### src/rtl/mem_dump_reader_pkg.sv
// Shared definitions for the memory-dump reader: default bus widths and FSM state encoding.
// Memory is word-addressed; the .data segment begins at word 2048 of 4096.
package mem_dump_reader_pkg;

    localparam int DATA_W_DEF = 32;
    localparam int ADDR_W_DEF = 12;

    typedef enum logic [1:0] {
        ST_IDLE  = 2'd0,
        ST_READ  = 2'd1,
        ST_DRAIN = 2'd2
    } dump_state_t;

endpackage

### src/rtl/mem_dump_reader_skid_fifo2.sv
// Two-entry FIFO: head is visible combinationally, no added latency.
// Push is dropped only when full with no pop; push+pop is legal at any occupancy.
module skid_fifo2 #(
    parameter int W = 8
) (
    input  logic         clk,
    input  logic         reset,
    input  logic         push_i,
    input  logic [W-1:0] push_data_i,
    input  logic         pop_i,
    output logic [W-1:0] pop_data_o,
    output logic         full_o,
    output logic         empty_o
);

    logic [W-1:0] slot_q [2];
    logic         wr_ptr_q;
    logic         rd_ptr_q;
    logic [1:0]   cnt_q;
    logic         do_push;
    logic         do_pop;

    assign empty_o    = (cnt_q == 2'd0);
    assign full_o     = (cnt_q == 2'd2);
    assign do_pop     = pop_i && !empty_o;
    // When full, the slot being written is the head leaving this same cycle.
    assign do_push    = push_i && (!full_o || do_pop);
    assign pop_data_o = slot_q[rd_ptr_q];

    always_ff @(posedge clk) begin
        if (reset) begin
            wr_ptr_q <= 1'b0;
            rd_ptr_q <= 1'b0;
            cnt_q    <= 2'd0;
        end else begin
            if (do_push) begin
                slot_q[wr_ptr_q] <= push_data_i;
                wr_ptr_q         <= ~wr_ptr_q;
            end
            if (do_pop) begin
                rd_ptr_q <= ~rd_ptr_q;
            end
            cnt_q <= cnt_q + {1'b0, do_push} - {1'b0, do_pop};
        end
    end

endmodule

### src/rtl/mem_dump_reader.sv
// Streams count words starting at base_addr out of a 1-cycle-latency memory.
// First word valid 2 edges after start; stalls on out_ready, never more than 2 reads ahead.
module mem_dump_reader
    import mem_dump_reader_pkg::*;
#(
    parameter int DATA_W = DATA_W_DEF,
    parameter int ADDR_W = ADDR_W_DEF
) (
    input  logic              clk,
    input  logic              reset,
    input  logic              start,
    input  logic [ADDR_W-1:0] base_addr,
    input  logic [ADDR_W:0]   count,
    output logic              busy,
    output logic              done,
    output logic              mem_ren,
    output logic [ADDR_W-1:0] mem_addr,
    input  logic [DATA_W-1:0] mem_rdata,
    output logic              out_valid,
    input  logic              out_ready,
    output logic [DATA_W-1:0] out_data,
    output logic [ADDR_W-1:0] out_addr,
    output logic              out_last
);

    localparam int FW = DATA_W + ADDR_W + 1;

    dump_state_t       state_q;
    logic [ADDR_W-1:0] rd_addr_q;
    logic [ADDR_W:0]   rd_left_q;
    logic              infl_q;
    logic [ADDR_W-1:0] infl_addr_q;
    logic              infl_last_q;
    logic              zero_done_q;

    logic [FW-1:0]     head;
    logic              fifo_full;
    logic              fifo_empty;
    logic [1:0]        fifo_occ;
    logic [1:0]        occ;
    logic              pop;
    logic              issue;
    logic              issue_last;
    logic              head_last;

    skid_fifo2 #(.W(FW)) u_fifo (
        .clk         (clk),
        .reset       (reset),
        .push_i      (infl_q),
        .push_data_i ({infl_last_q, infl_addr_q, mem_rdata}),
        .pop_i       (pop),
        .pop_data_o  (head),
        .full_o      (fifo_full),
        .empty_o     (fifo_empty)
    );

    assign fifo_occ   = fifo_full ? 2'd2 : (fifo_empty ? 2'd0 : 2'd1);
    assign occ        = fifo_occ + {1'b0, infl_q};
    assign pop        = out_valid && out_ready;
    assign head_last  = head[FW-1];
    // A word leaving this cycle frees the slot the new read will land in.
    assign issue      = (state_q == ST_READ) && (rd_left_q != '0) &&
                        ((occ < 2'd2) || ((occ == 2'd2) && pop));
    assign issue_last = issue && (rd_left_q == (ADDR_W+1)'(1));

    assign busy      = (state_q != ST_IDLE);
    assign done      = zero_done_q || (pop && head_last);
    assign mem_ren   = issue;
    assign mem_addr  = rd_addr_q;
    assign out_valid = !fifo_empty;
    assign out_data  = head[DATA_W-1:0];
    assign out_addr  = head[DATA_W +: ADDR_W];
    assign out_last  = out_valid && head_last;

    always_ff @(posedge clk) begin
        if (reset) begin
            state_q     <= ST_IDLE;
            rd_addr_q   <= '0;
            rd_left_q   <= '0;
            infl_q      <= 1'b0;
            infl_addr_q <= '0;
            infl_last_q <= 1'b0;
            zero_done_q <= 1'b0;
        end else begin
            zero_done_q <= 1'b0;
            infl_q      <= issue;
            infl_addr_q <= rd_addr_q;
            infl_last_q <= issue_last;
            case (state_q)
                ST_IDLE: begin
                    if (start) begin
                        if (count == '0) begin
                            zero_done_q <= 1'b1;
                        end else begin
                            rd_addr_q <= base_addr;
                            rd_left_q <= count;
                            state_q   <= ST_READ;
                        end
                    end
                end
                ST_READ: begin
                    if (issue) begin
                        rd_addr_q <= rd_addr_q + ADDR_W'(1);
                        rd_left_q <= rd_left_q - (ADDR_W+1)'(1);
                        if (issue_last) begin
                            state_q <= ST_DRAIN;
                        end
                    end
                end
                ST_DRAIN: begin
                    if (pop && head_last) begin
                        state_q <= ST_IDLE;
                    end
                end
                default: state_q <= ST_IDLE;
            endcase
        end
    end

endmodule

### config.mk
export PLATFORM = sky130hd
export DESIGN_NAME = mem_dump_reader
export DESIGN_NICKNAME = d
export VERILOG_FILES = /design/src/rtl/mem_dump_reader_pkg.sv /design/src/rtl/mem_dump_reader_skid_fifo2.sv /design/src/rtl/mem_dump_reader.sv
export SDC_FILE = /design/constraint.sdc
export NUM_CORES = 1
export LEC_CHECK = 0
export CAP_MARGIN = 0
export CORE_ASPECT_RATIO = 0.6
export CORE_MARGIN = 4
export CORE_UTILIZATION = 50
export CTS_BUF_LIST = sky130_fd_sc_hd__clkbuf_8
export CTS_CLUSTER_DIAMETER = 100
export CTS_CLUSTER_SIZE = 25
export DETAILED_ROUTE_END_ITERATION = 8
export PLACE_DENSITY = 0.87
export SLEW_MARGIN = 20
export SYNTH_ARGS = -nofsm -noshare
export SYNTH_HDL_FRONTEND = slang
export SYNTH_SLANG_ARGS = --single-unit
### constraint.sdc
create_clock -name clk -period 11.2 [get_ports clk]
set_clock_uncertainty 0.15 [all_clocks]
set_input_delay 1.12 -clock clk [delete_from_list [all_inputs] [get_ports clk]]
set_output_delay 1.12 -clock clk [all_outputs]
set_load 0.005 [all_outputs]
==> key figures <==
Place
  • Dpl cell area: 6990 µm²
  • Gpl congestion: 0.938
  • IO buf count: 121
  • Post-DP HPWL: 9.35 mm

CTS
  • Post-CTS setup repair buffer count: 0
  • CTS Root Cell: clkbuf_8
  • CTS tree: built
  • CTS H-tree depth: 4
  • Post_cts resized: 0
  • Clock slew at reported path FFs: 70 ps
  • Max Root-Sink Buffers: 2
  • # clock sinks: approximately 140
  • Hold buffer count at cts: 0
  • Worst-Skew Late Latency: 420 ps
  • CTS Buf Count: 17

GRT
  • Largest net degree at the start of global routing: 46
  • Met2 usage: 31.6%
  • Tot GR Track Use: 20.5%
  • GRT overflow: 0
  • M1 GR Usage: 27.4%
  • Vias in the first global route: between 4000 and 5000
  • Initial antenna violation count: 0
  • First-pass GRT wire length: 21.7 mm
  • GR peak layer: met2
  • Met3 usage: 6.17%

Worst setup path
  • R2R Setup Slk: 8070 ps
  • FF-to-FF path depth: 6
  • Reg2reg end: rd_left_q[3]
  • Critical path type: reg -> out
  • Crit path DAT: 2600 ps
  • Worst setup EP type: primary output
  • Largest stage delay, worst path: roughly 760 ps
  • Crit-path cells: nor2b_1, buf_4, o221ai_1, nor2_1, clkdlybuf4s50_1
  • Reg-to-Reg Start: state_q[0]
  • Nature of the critical path startpoint: flop
  • CP required: about 10000 ps
  • Crit Path Max Fanout: 18
  • Family with the most delay on the worst path: buffers and inverters
  • Critical Path Slowest Stage Cell: dfxtp_1
  • Critical path buffer and inverter count: 2

Floorplan
  • Die ar.: 13200 µm²
  • Die Y: between 90 and 100 µm
  • IO Pins: 122
  • Die Width: 145 µm
  • Core area: 10800 µm²
  • Initial core utilization: 52.4%
  • FP Rows: 29

Finish
  • Area growth, synth to finish: 30.1%
  • Multi-input gate area: 1880 µm²
  • Share of layout cells above drive strength 1: 14.5%
  • FF/Latch Area: 3640 µm²
  • Fill cells: 783
  • Antenna Cells: 0
  • Number of nets in the finished design: 627
  • Fin area: 7370 µm²

Routing
  • First-pass DRT Iterations: 5
  • Vias per inst: 5.80
  • Total number of vias: roughly 4100
  • Wire length per cell: 19.3 µm
  • Post-route ant nets: 0
  • Final Routed Wirelength: 13.7 mm
  • Initial drt markers: 386
  • DRC Markers: 0

Pwr
  • Max IR drop VDD: 0.0887 mV
  • P_leak: 2.54 nW
  • Power per cell area: 177 nW/µm²

Yosys
  • Post-synth EDFFs: 90
  • Gate Count Post-Synth: 441
  • Unique masters post-synth: 56
  • Syn_area_per_cell: 12.9 µm²
  • Sequential area share after synthesis: roughly 64%
  • Post-synthesis net count: 508
  • Mapped cell area: between 5000 and 6000 µm²
  • FFs w/ async S/R, synth: 0%
  • Synth warn: 0
  • Flops & latches, synth: 137
  • Dominant synthesized flop cell: edfxtp_1

STA
  • Max Clk Rate: 258 MHz
  • Slew @ Worst Pin: 1070 ps
  • Slew Limit Fails: 0
  • Period utilization: 34.5%
  • RSZ-0062 raised after global routing: no
  • Final setup viols: 0
  • Endpoints failing hold: 0
  • Fin Setup TNS: 0 ps
  • Fin crit period: between 3000 and 4000 ps
  • Relative max-transition margin: 28.8%

Worst hold path
  • Min-delay src: infl_addr_q[9]
  • HP Class: reg -> reg
  • End of the worst hold path: u_fifo.slot_q[1][41]
  • WHS Path Cells: 0

Outcome
  • Status: finished clean

Job
  • Maximum Capacitance Violations: 0
cell usage after synthesis, drive strengths merged (3+ instances only):
master	count	area share, %
nand4	3	0.33
o32ai	5	0.77
a311oi	4	0.62
nand3	12	1.1
clkbuf	17	1.1
o21ai	16	1.4
o211ai	4	0.53
buf	9	0.71
nor2	28	1.9
nor3	13	1.1
xor2	4	0.62
ha	6	1.3
or3	7	0.86
o31ai	6	0.79
xnor2	4	0.62
nor3b	4	0.53
mux2	44	8.7
dfxtp	47	17
edfxtp	90	48
a21oi	20	1.8
nand2	18	1.2
or4	4	0.60
inv	14	0.93
a211oi	3	0.40
nor4	9	1.1
nor2b	12	1.3
a31oi	5	0.55
nand2b	3	0.33
layer usage:
layer | share of wire (%) | up-vias
li1 | - | 1914
met1 | 43 | 1997
met2 | 48 | 192
met3 | 7.4 | 24
met4 | 1.4 | 0
met5 | 0 | -
power by group:
group | internal [mW] | leakage, nW | switching [mW] | total [mW]
Clock | 0.212 | 0.203 | 0.172 | 0.384
Combinational | 0.182 | 1.13 | 0.120 | 0.302
Sequential | 0.569 | 1.21 | 0.0465 | 0.616
Total | 0.963 | 2.54 | 0.338 | 1.30
final cells by class:
cell class	count	share of cell area, %
sequential	137	49.4
multi-input combinational	264	25.5
timing repair buffer	126	16.9
clock buffer	17	3.17
tap	139	2.36
clock inverter	15	1.92
inverter	14	0.713
placed cells by master (no fill, tap or decap), types with 15 or more instances in the layout:
cell             instances
nor2_1                  27
edfxtp_1                90
clkdlybuf4s50_1        121
inv_1                   16
dfxtp_1                 46
clkbuf_8                17
nand2_1                 18
mux2_2                  44
o21ai_0                 15
a21oi_1                 20
worst reg2reg max path: stages, from the launching register on:
cell,delay (ps)
dfxtp_1,760
nor2b_1,210
buf_4,250
o221ai_1,270
o21a_1,520
a2111oi_0,690
o32ai_1,140
per-stage QoR:
| step | hold WS [ps] | power (mW) | instances | util, % | setup slack [ps] |
|---|---|---|---|---|---|
| after CTS | 276 | 1.31 | 712 | 68.2 | 7320 |
| after floorplan | 254 | 0.768 | 441 | - | 5900 |
| after detailed placement | 262 | 0.925 | 680 | 64.7 | 7380 |
| after global routing | 287 | 1.36 | 712 | 68.2 | 7200 |
| final | 273 | 1.30 | 712 | 68.2 | 7330 |
| after global placement | 257 | 0.916 | 680 | 64.7 | 7430 |
kinds of logic (layout without fill, tap and decap cells):
group	after synthesis	count (layout)	share of synthesized area, %
XOR/XNOR	8	8	1.24
multiplexers	46	46	9.10
flip-flops	137	137	64.3
AND/OR/NAND/NOR	121	121	11.4
AO/OA/AOI/OAI	83	83	9.89
adder cells (fa/ha/maj)	6	6	1.32
buffers and inverters	40	172	2.76
registers in the layout, summed over array words and instances (netlist names), 2 cells and up, named ones only:
signal	flops
state_q	2
u_fifo.slot_q	90
u_fifo.cnt_q	2
mem_addr	12
rd_left_q	13
infl_addr_q	12
worst max path at each step:
stage / end / slack [ps] / depth (start not counted) / startpoint
2_1_floorplan: u_fifo.slot_q[0][0] / 5900 / 3 / reset
6_report: mem_ren / 7330 / 5 / state_q[0]
3_5_place_dp: mem_ren / 7380 / 4 / out_ready
5_1_grt: mem_ren / 7200 / 5 / state_q[0]
3_3_place_gp: mem_ren / 7430 / 4 / out_ready
4_1_cts: done / 7320 / 3 / flop
Note: power is estimated with default switching activity, not from simulation.
